==> config.mk <==
export PLATFORM = sky130hd
export DESIGN_NAME = timer
export DESIGN_NICKNAME = d
export VERILOG_FILES = /design/src/rtl/timer.sv
export SDC_FILE = /design/constraint.sdc
export NUM_CORES = 1
export LEC_CHECK = 0
export BUFFER_PORTS_ARGS = -buffer_cell sky130_fd_sc_hd__buf_2
export CELL_PAD_IN_SITES_DETAIL_PLACEMENT = 0
export CELL_PAD_IN_SITES_GLOBAL_PLACEMENT = 1
export CORE_AREA = 5 5 80 64
export DETAILED_ROUTE_END_ITERATION = 10
export DIE_AREA = 0 0 85 69
export PLACE_DENSITY_LB_ADDON = 0.12
export SLEW_MARGIN = 20
export SYNTH_ARGS = -nofsm -noshare
export SYNTH_HDL_FRONTEND = slang
export SYNTH_SLANG_ARGS = --single-unit
export TNS_END_PERCENT = 100
==> constraint.sdc <==
create_clock -name pclk -period 3.3 [get_ports pclk]
set_input_delay 0.66 -clock pclk [delete_from_list [all_inputs] [get_ports pclk]]
set_output_delay 0.66 -clock pclk [all_outputs]
set_load 0.02 [all_outputs]
==> src/rtl/timer.sv <==
// 8-bit programmable up/down timer behind a zero-wait-state APB slave port.
// Define TIMER_IRQ_EN to add the TIER register at 0x03 and the tmr_irq output.
module timer (
  input  logic       pclk,
  input  logic       preset,
  input  logic       psel,
  input  logic       penable,
  input  logic       pwrite,
  input  logic [7:0] paddr,
  input  logic [7:0] pwdata,
  output logic [7:0] prdata,
  output logic       pready,
  output logic       pslverr,
  output logic       tmr_ovf,
  output logic       tmr_udf
`ifdef TIMER_IRQ_EN
  ,
  output logic       tmr_irq
`endif
);

  localparam logic [7:0] ADDR_TDR = 8'h00;
  localparam logic [7:0] ADDR_TCR = 8'h01;
  localparam logic [7:0] ADDR_TSR = 8'h02;
  localparam logic [7:0] TCR_MASK = 8'hB3;
`ifdef TIMER_IRQ_EN
  localparam logic [7:0] ADDR_TIER = 8'h03;
`endif

  logic [7:0] tdr_q, tdr_d;
  logic [7:0] tcr_q, tcr_d;
  logic [7:0] cnt_q, cnt_d;
  logic [3:0] presc_q, presc_d;
  logic       ovf_q, ovf_d;
  logic       udf_q, udf_d;
`ifdef TIMER_IRQ_EN
  logic [1:0] tier_q, tier_d;
`endif

  logic       access, wr_en, rd_en;
  logic       sel_tdr, sel_tcr, sel_tsr, mapped;
  logic       tcr_load, tcr_down, tcr_en;
  logic [1:0] tcr_cks;
  logic [3:0] tick_mask;
  logic       tick;
  logic       ovf_set, udf_set;
  logic [7:0] rd_data;

  assign access   = psel & penable;
  assign wr_en    = access & pwrite;
  assign rd_en    = access & ~pwrite;
  assign tcr_load = tcr_q[7];
  assign tcr_down = tcr_q[5];
  assign tcr_en   = tcr_q[4];
  assign tcr_cks  = tcr_q[1:0];

  always_comb begin
    sel_tdr = (paddr == ADDR_TDR);
    sel_tcr = (paddr == ADDR_TCR);
    sel_tsr = (paddr == ADDR_TSR);
    mapped  = sel_tdr | sel_tcr | sel_tsr;
`ifdef TIMER_IRQ_EN
    mapped  = mapped | (paddr == ADDR_TIER);
`endif
  end

  // A tick fires when the low cks+1 prescaler bits are all ones, i.e. every 2^(cks+1) cycles.
  always_comb begin
    case (tcr_cks)
      2'd0:    tick_mask = 4'b0001;
      2'd1:    tick_mask = 4'b0011;
      2'd2:    tick_mask = 4'b0111;
      default: tick_mask = 4'b1111;
    endcase
    tick    = ((presc_q & tick_mask) == tick_mask);
    presc_d = presc_q + 4'd1;
  end

  // Load overrides counting and never raises a flag.
  always_comb begin
    cnt_d   = cnt_q;
    ovf_set = 1'b0;
    udf_set = 1'b0;
    if (tcr_load) begin
      cnt_d = tdr_q;
    end else if (tcr_en && tick) begin
      if (tcr_down) begin
        cnt_d   = cnt_q - 8'd1;
        udf_set = (cnt_q == 8'h00);
      end else begin
        cnt_d   = cnt_q + 8'd1;
        ovf_set = (cnt_q == 8'hFF);
      end
    end
  end

  always_comb begin
    tdr_d = tdr_q;
    tcr_d = tcr_q;
    if (wr_en && sel_tdr) tdr_d = pwdata;
    if (wr_en && sel_tcr) tcr_d = pwdata & TCR_MASK;
    ovf_d = ovf_set | (ovf_q & ~(wr_en & sel_tsr & pwdata[0]));
    udf_d = udf_set | (udf_q & ~(wr_en & sel_tsr & pwdata[1]));
`ifdef TIMER_IRQ_EN
    tier_d = tier_q;
    if (wr_en && (paddr == ADDR_TIER)) tier_d = pwdata[1:0];
`endif
  end

  always_ff @(posedge pclk or posedge preset) begin
    if (preset) begin
      tdr_q   <= 8'h00;
      tcr_q   <= 8'h00;
      cnt_q   <= 8'h00;
      presc_q <= 4'h0;
      ovf_q   <= 1'b0;
      udf_q   <= 1'b0;
    end else begin
      tdr_q   <= tdr_d;
      tcr_q   <= tcr_d;
      cnt_q   <= cnt_d;
      presc_q <= presc_d;
      ovf_q   <= ovf_d;
      udf_q   <= udf_d;
    end
  end

`ifdef TIMER_IRQ_EN
  always_ff @(posedge pclk or posedge preset) begin
    if (preset) tier_q <= 2'b00;
    else        tier_q <= tier_d;
  end

  assign tmr_irq = (ovf_q & tier_q[0]) | (udf_q & tier_q[1]);
`endif

  // Bus outputs are forced idle while reset is held, even mid-transfer.
  always_comb begin
    rd_data = 8'h00;
    if (sel_tdr)      rd_data = tdr_q;
    else if (sel_tcr) rd_data = tcr_q;
    else if (sel_tsr) rd_data = {6'b0, udf_q, ovf_q};
`ifdef TIMER_IRQ_EN
    else if (paddr == ADDR_TIER) rd_data = {6'b0, tier_q};
`endif
    prdata  = (rd_en && !preset) ? rd_data : 8'h00;
    pready  = access & ~preset;
    pslverr = access & ~preset & ~mapped;
  end

  assign tmr_ovf = ovf_q;
  assign tmr_udf = udf_q;

endmodule

== After elaboration in Yosys (flattened, before gate mapping) ==
Cells that the tools add are included.

* Register bits: 27
* Logic and storage cells: 58

* Reduce and logical (&&, ||, !) cells: 9
* Muxes and demuxes: 14
* Eq/ne operators: 6
* Bitwise operators: 20
* $add $sub $neg: 3

{| class="wikitable"
|+ Operators with widths
! operator !! number
|-
| 2-to-1 mux 8 bit || 6
|-
| logical NOT 8 bit || 2
|-
| one-hot mux 4 bit (3 select lines) || 1
|-
| bitwise AND 1 bit || 10
|-
| adder 8 x 1 -> 8 bit, second input constant || 1
|-
| == test 8 x 1 -> 1 bit, second input constant || 1
|-
| == test 8 x 2 -> 1 bit, second input constant || 1
|-
| == test 8 bit, second input constant || 1
|-
| subtractor 8 x 1 -> 8 bit, second input constant || 1
|-
| 2-to-1 mux 1 bit || 6
|-
| inverter 1 bit || 5
|-
| adder 4 x 1 -> 4 bit, second input constant || 1
|-
| bitwise AND 4 bit || 1
|-
| == test 4 bit || 1
|-
| logical AND 1 bit || 4
|-
| bitwise OR 1 bit || 4
|-
| == test 2 x 1 -> 1 bit, second input constant || 1
|-
| == test 2 bit, second input constant || 1
|-
| logical NOT 2 bit || 1
|-
| 2-to-1 mux 2 bit || 1
|-
| nonzero test 2 bit || 1
|-
| logical NOT 1 bit || 1
|}

== Depth between registers and ports, before layout ==
Gate-level depths: netlist of run 1.

* Depth after elaboration: 8
* Gate-level depth with buffers: 7
* Mapped depth without buffers: 7

== Least setup slack after synthesis of run 1 ==
No wires, ideal clock.

* Path type: input -> output
* Start: input port preset
* End: output port prdata[2]
* Slack: 0.230 ns
* Stages on the path: 5
* Data arrival time: 2.410 ns
* Path through: inv_1 > nand3_1 > or4_1 > nor2_1 > and2_1

* Cells in the longest elaborated chain, start to end: 3

{| class="wikitable"
|+ RTL lines
! element !! RTL line !! RTL
|-
| start: declaration || 5 || <nowiki>input logic preset,</nowiki>
|-
| logical NOT 1 bit || 146 || <nowiki>prdata = (rd_en && !preset) ? rd_data : 8'h00;</nowiki>
|-
| logical AND 1 bit || 146 ||
|-
| 2-to-1 mux 8 bit || 146 ||
|-
| end: declaration || 11 || <nowiki>output logic [7:0] prdata,</nowiki>
|}

No other way between the ends.

== Worst setup path after layout of run 1 ==
* Start: input port paddr[5]
* End: output port prdata[2]

* Cells in the longest elaborated chain, start to end: 3

{| class="wikitable"
|+ RTL lines
! element !! RTL line !! RTL
|-
| start: declaration || 9 || <nowiki>input logic [7:0] paddr,</nowiki>
|-
| logical NOT 8 bit || 58 || <nowiki>sel_tdr = (paddr == ADDR_TDR);</nowiki>
|-
| 2-to-1 mux 8 bit || 140 || <nowiki>if (sel_tdr) rd_data = tdr_q;</nowiki>
|-
| 2-to-1 mux 8 bit || 146 ||
|}

No other way between the ends.

==> results of run 1 <==
[kinds of logic (layout without fill, tap and decap cells)]
family,after synthesis,in the layout
buffers and inverters,14,47
and+or+nand+nor,57,57
DFF,27,27
AOI/OAI and AO/OA,35,35
adders and majority gates,8,8
xor gates and xnor gates,6,6
muxes,19,19
[worst max path at each step]
stage                     slack (ns)  startpoint   endpoint
after detailed placement        0.27    paddr[5]  prdata[2]
after floorplan                 0.23      preset  prdata[2]
final                           0.29    paddr[5]  prdata[2]
after CTS                       0.26    paddr[5]  prdata[2]
after global placement          0.34    paddr[5]  prdata[3]
after global routing            0.11    paddr[5]  prdata[2]
[critical path, cell delays in order]
cell	delay (ns)
buf_2	0.10
nor4_2	0.29
nand2_2	0.17
or4_1	0.61
nor2_1	0.20
and2_1	0.15
buf_2	0.16
[state kept, by name (all words and copies together) (netlist names)]
register and flops:
cnt_q 8, presc_q 4, tcr_q 5, tdr_q 8, tmr_ovf 1, tmr_udf 1
[cell usage after synthesis (7+ instances only)]
library cell / instances / share of area
a21oi_1: 10 / 0.029
mux2_4: 8 / 0.071
mux2i_1: 7 / 0.041
nand2_1: 10 / 0.022
inv_1: 10 / 0.022
nor2_1: 16 / 0.035
ha_1: 7 / 0.052
dfrtp_1: 27 / 0.40
o21ai_1: 7 / 0.021
[area by class of cell]
type / instances / area (um2)
Inverter: 10 / 37.5
Tap cell: 57 / 71.3
Sequential cell: 27 / 676
Clock buffer: 3 / 41.3
Fill cell: 425 / 2290
Clock inverter: 1 / 8.76
Multi-Input combinational cell: 125 / 962
Timing Repair Buffer: 33 / 168
[metal layers]
| metal | share of wire | up-vias | global-route usage | routed length, um |
|---|---|---|---|---|
| met2 | 0.42 | 33 | 0.212 | 1650 |
| met4 | 0.0035 | 0 | 0.0176 | 14 |
| met5 | 0 | - | 0 | 0 |
| met3 | 0.068 | 2 | 0.0488 | 271 |
| met1 | 0.51 | 639 | 0.204 | 2040 |
| li1 | - | 666 | - | - |
[power groups by stage]
stage / Sequential (mW) / Combinational (mW) / Clock [mW]
6_report: 0.344 / 0.0870 / 0.200
5_1_grt: 0.345 / 0.0983 / 0.219
4_1_cts: 0.344 / 0.0877 / 0.206
3_5_place_dp: 0.351 / 0.0870 / 0
3_3_place_gp: 0.350 / 0.0858 / 0
2_1_floorplan: 0.348 / 0.0595 / 0
[metrics by stage]
stage,hold WS [ns],setup WS (ns)
detailed placement,0.485,0.273
CTS,0.500,0.258
global route,0.528,0.107
global placement,0.454,0.344
floorplan,0.437,0.230
finish,0.494,0.290
==> summary.md, run 1 <==
| Metric | Value |
|---|---|
| Status | complete, no violations |
| Min Tclk post-route | 3.01 ns |
| Post-route design area | 1960 um2 |
| Post-synth EDFFs | 0 |
| Sw frac | 0.267 |
| Synthesized flop and latch total | 27 |
| Top-Level Pins | 33 |
| Hold depth | 1 |
| Max frequency | 332 MHz |
| Max Buffers Root-to-Sink | 2 |
| Post-DP HPWL | 3.20 mm |
| Starting Density | 0.399 |
| Reg power frac | 0.545 |
| Routed Antenna Nets | 0 |
| Comb power frac | 0.138 |
| Fin util | 0.461 |
| Worst r2r src | tcr_q[5] |
| Row count | 21 |
| Hold Violations, Final | 0 |
| Antenna cells | 0 |
| Syn_area_per_cell | 10.2 um2 |
| Main synth FF type | dfrtp_1 |
| Power after layout | 0.632 mW |
| R2R depth | 6 |
| CP Max Fanout | 7 |
| Yosys cell types | 41 |
| Synth Area in Adders | 0.0634 |
| First-pass GRT wire length | 6.82 mm |
| Worst Setup End Kind | output pin |
| Worst vdd rail ir drop | 0.000185 V |
| Worst skew pair latency | 0.27 ns |
| Setup slack, reg-to-reg | 0.92 ns |
| Cts hold-fix bufs | 0 |
| Clock root cell | clkbuf_8 |
| Critical Path RT | 2.64 ns |
| Worst min-delay path class | register to register |
| Die width | 85 um |
| Via count | 1340 |
| Clock-pin slew on the worst setup and hold paths | 0.10 ns |
| Mapped Nets | 195 |
| Antenna violations before repair | 0 |
| TritonCTS Buffers | 3 |
| Post-synthesis sequential area ratio | 0.398 |
| GRT Util Overall | 0.142 |
| Multiplexer share of the synthesized area | 0.139 |
| TritonCTS clock tree | yes |
| Synthesized area | 1700 um2 |
| Skew final | 0.00118 ns |
| CTS HTree Levels | 1 |
| Simple-Gate Fraction of Synth Area | 0.202 |
| Final Net Count | 229 |
| Finished Layout Cells | 256 |
| Post-cts sizing count | 0 |
| Clk sinks | 27 |
| Reg2reg end | cnt_q[7] |
| Pwr dens | 322 nW/um2 |
| Share of flip-flops with an asynchronous set or reset | 1.00 |
| Clock share of power | 0.317 |
| LEAKAGE | 0.942 nW |
| DR iter-0 viols | 59 |
| P_int | 0.463 mW |
| DRC Markers | 0 |
| RSZ-0062 raised after global routing | false |
| Worst Setup Path Type | primary input to output pin |
| Max Cap Viol | 0 |
| DRT Wirelength | 3.98 mm |
| TNS Setup | 0 ns |
| Cell count after synthesis | 166 |
| Worst slew pin tran | 0.793 ns |
| Share of cells above drive strength 1 | 0.271 |
| Final setup viols | 0 |
| Average wire per standard cell | 15.5 um |
| Main combinational cell family by area after synthesis | simple AND/OR/NAND/NOR gates |
| Placed Instance Area | 1910 um2 |
| Sw Pwr | 0.169 mW |
| RePlAce Congestion | 0.810 |
| Yosys warnings | 0 |
| Layout area overhead | 15.7% |
| Number of post-CTS setup repair buffers | 0 |
| Hold path startpoint | presc_q[3] |
| Tcrit/Tclk final | 0.912 |
| Synth Area in XOR/XNOR | 0.0310 |
| Router iterations before antenna repair | 4 |
| Most frequent cells in the layout | buf_2, dfrtp_1, nor2_1 |
| Largest net degree at the start of global routing | 28 |
| Post-synthesis compound-gate area fraction | 0.132 |
| Number of global-route vias before repair | 1415 |
| Core Area | 4260 um2 |
| Die Footprint | 5870 um2 |
| Avg Vias per Cell | 5.23 |
| Grt ovf | 0 |
| Commonest non-fill, non-tap cell in the layout | buf_2 |
| CP startpoint kind | primary input |
| Hold path endpoint | presc_q[3] |
| Cell count after placement | 252 |
| Arrival @ worst endpoint | 2.35 ns |
| Die height | 69 um |
| Max-slew violations | 0 |
| Slew headroom | 0.467 |
| PortBufs | 32 |
Power figures use the tool's default switching activity.
==> inputs of run 2 (changes only) <==
--- a/config.mk
+++ b/config.mk
@@ -6,11 +6,9 @@
 export NUM_CORES = 1
 export LEC_CHECK = 0
 export BUFFER_PORTS_ARGS = -buffer_cell sky130_fd_sc_hd__buf_2
-export CELL_PAD_IN_SITES_DETAIL_PLACEMENT = 0
-export CELL_PAD_IN_SITES_GLOBAL_PLACEMENT = 1
-export CORE_AREA = 5 5 80 64
+export CORE_AREA = 5 5 93 74
 export DETAILED_ROUTE_END_ITERATION = 10
-export DIE_AREA = 0 0 85 69
+export DIE_AREA = 0 0 98 79
 export PLACE_DENSITY_LB_ADDON = 0.12
 export SLEW_MARGIN = 20
 export SYNTH_ARGS = -nofsm -noshare
==> summary.md, run 2 (same netlist as run 1, synthesis figures left out) <==
| Metric | Value |
|---|---|
| TritonCTS clock tree | yes |
| CTS HTree Levels | 1 (unchanged) |
| LEAKAGE | 0.958 nW (+1.6%) |
| Setup slack, reg-to-reg | 0.98 ns (+0.06 ns) |
| Cts hold-fix bufs | 0 (unchanged) |
| Router iterations before antenna repair | 4 (unchanged) |
| Hold slack | 0.475 ns (-0.0185 ns) |
| Min Tclk post-route | 2.90 ns (-0.105 ns) |
| RePlAce Congestion | 0.721 (-11%) |
| Routed Antenna Nets | 0 (unchanged) |
| Top-Level Pins | 33 (unchanged) |
| Final Net Count | 232 (+1.3%) |
| Placed Instance Area | 1970 um2 (+2.7%) |
| Most frequent cells in the layout | buf_2, dfrtp_1, nor2_1 |
| P_int | 0.463 mW (about the same) |
| Cell count after placement | 279 (+11%) |
| Post-cts sizing count | 0 (unchanged) |
| Core Area | 5970 um2 (+40%) |
| Top Metal Used | met4 |
| Max-slew violations | 0 (unchanged) |
| Worst skew pair latency | 0.28 ns (about the same) |
| Max frequency | 344 MHz (+3.6%) |
| TritonCTS Buffers | 3 (unchanged) |
| PortBufs | 32 (unchanged) |
| Share of cells above drive strength 1 | 0.282 (+0.0108) |
| DRT Wirelength | 4.05 mm (+1.9%) |
| CP startpoint kind | primary input |
| Critical Path RT | 2.64 ns (about the same) |
| Worst vdd rail ir drop | 0.000147 V (-20%) |
| Number of post-CTS setup repair buffers | 0 (unchanged) |
| Average wire per standard cell | 14.3 um (-7.8%) |
| Finished Layout Cells | 283 (+11%) |
| Slew headroom | 0.582 (+0.115) |
| Starting Density | 0.284 (-0.115) |
| Commonest non-fill, non-tap cell in the layout | buf_2 |
| Post-route design area | 2020 um2 (+2.7%) |
| Worst min-delay path class | register to register |
| Via count | 1325 (-1.1%) |
| Tcrit/Tclk final | 0.880 (-0.0319) |
| Grt ovf | 0 (unchanged) |
| Number of global-route vias before repair | 1411 (-0.28%) |
| Die Footprint | 7740 um2 (+32%) |
| Sw frac | 0.274 (+0.00657) |
| M1 wire length | 2.21 mm (+8.4%) |
| Clock root cell | clkbuf_8 |
| Row count | 25 (+19%) |
| Worst Setup Path Type | primary input to output pin |
| Post-DP HPWL | 3.24 mm (+1.4%) |
| CP Max Fanout | 4 (-3) |
| Hold path startpoint | presc_q[3] |
| Worst Setup End Kind | output pin |
| Comb power frac | 0.137 (about the same) |
| Status | complete, no violations |
| TNS Setup | 0 ns (unchanged) |
| Die height | 79 um (+14%) |
| Reg2reg end | cnt_q[7] |
| Antenna cells | 0 (unchanged) |
| RSZ-0062 raised after global routing | false |
| Met3 wire length | 199 um (-27%) |
| Reg area | 676 um2 (unchanged) |
| DRC Markers | 0 (unchanged) |
| Final setup viols | 0 (unchanged) |
| Arrival @ worst endpoint | 2.24 ns (-0.11 ns) |
| Count of filler cells inserted in the layout | 616 (+45%) |
| Hold path endpoint | presc_q[3] |
| DR iter-0 viols | 44 (-25%) |
| Sw Pwr | 0.175 mW (+3.5%) |
| Max Cap Viol | 0 (unchanged) |
| Fin util | 0.338 (-0.124) |
| First-pass GRT wire length | 7.23 mm (+6.0%) |
| DR WL met2 | 1.62 mm (-1.8%) |
| R2R depth | 6 (unchanged) |
| Antenna violations before repair | 0 (unchanged) |
| Clk sinks | 27 (unchanged) |
| Skew final | 0.0120 ns (+0.0108 ns) |
| Regs by FF count | cnt_q x8, tdr_q x8, tcr_q x5 |
| GRT Util Overall | 0.115 (-0.0273) |
| Hold Violations, Final | 0 (unchanged) |
| Clock-pin slew on the worst setup and hold paths | 0.11 ns (about the same) |
| Largest net degree at the start of global routing | 28 (unchanged) |
| Worst r2r src | tcr_q[5] |
| Hold depth | 1 (unchanged) |
| Layout area overhead | 18.8% |
| Avg Vias per Cell | 4.68 (-11%) |
| Worst slew pin tran | 0.623 ns (-0.170 ns) |
| Clock share of power | 0.323 (+0.006) |
| Die width | 98 um (+15%) |
| Multi-input logic area | 962 um2 (unchanged) |
| Pwr dens | 316 nW/um2 (-1.7%) |
| Reg power frac | 0.540 (-0.005) |
| Max Buffers Root-to-Sink | 2 (unchanged) |
-- run 2: cell types whose count changed in the layout (fill, tap and decap cells not counted), sizes merged --
cell	before	now
buf	33	36
-- run 2: area by class of cell --
| class | instances | share of cell area |
|---|---|---|
| sequential | 27 | 0.335 |
| clock inverter | 1 | 0.00434 |
| clock buffer | 3 | 0.0205 |
| timing repair buffer | 36 | 0.0943 |
| inverter | 10 | 0.0186 |
| tap | 81 | 0.0502 |
| multi-input combinational | 125 | 0.477 |
-- run 2: metal layers --
metal / GRT usage / up-vias
met5: 0 / -
met4: 0.0166 / 0
met3: 0.0299 / 2
met2: 0.159 / 27
met1: 0.179 / 624
li1: - / 672
-- run 2: worst max-delay path by stage --
| stage | start | end | slack, ns | cells past startpoint |
|---|---|---|---|---|
| 6_report | paddr[5] | prdata[2] | 0.40 | 7 |
| 5_1_grt | paddr[5] | prdata[2] | 0.26 | 7 |
| 4_1_cts | paddr[5] | prdata[2] | 0.35 | 7 |
| 3_5_place_dp | paddr[5] | prdata[6] | 0.37 | 7 |
| 3_3_place_gp | paddr[5] | prdata[3] | 0.41 | 7 |
| 2_1_floorplan | preset | prdata[2] | 0.23 | 5 |
-- run 2: critical path, stage by stage --
cell and delay (ns):
buf_2 0.10, nor4_2 0.29, nand2_2 0.08, or4_1 0.61, nor2_1 0.20, and2_1 0.14
buf_2 0.15
-- run 2: power groups by stage --
stage	logic, mW	registers (mW)	clock network [mW]
after floorplan	0.0595	0.348	0
after global placement	0.0892	0.351	0
after detailed placement	0.0879	0.351	0
after CTS	0.0886	0.344	0.210
after global routing	0.101	0.346	0.227
final	0.0876	0.344	0.206
-- run 2: stage by stage --
step / power [mW] / setup slack [ns]
finish: 0.638 / 0.396
global route: 0.674 / 0.256
CTS: 0.643 / 0.354
detailed placement: 0.439 / 0.371
global placement: 0.440 / 0.410
floorplan: 0.407 / 0.230
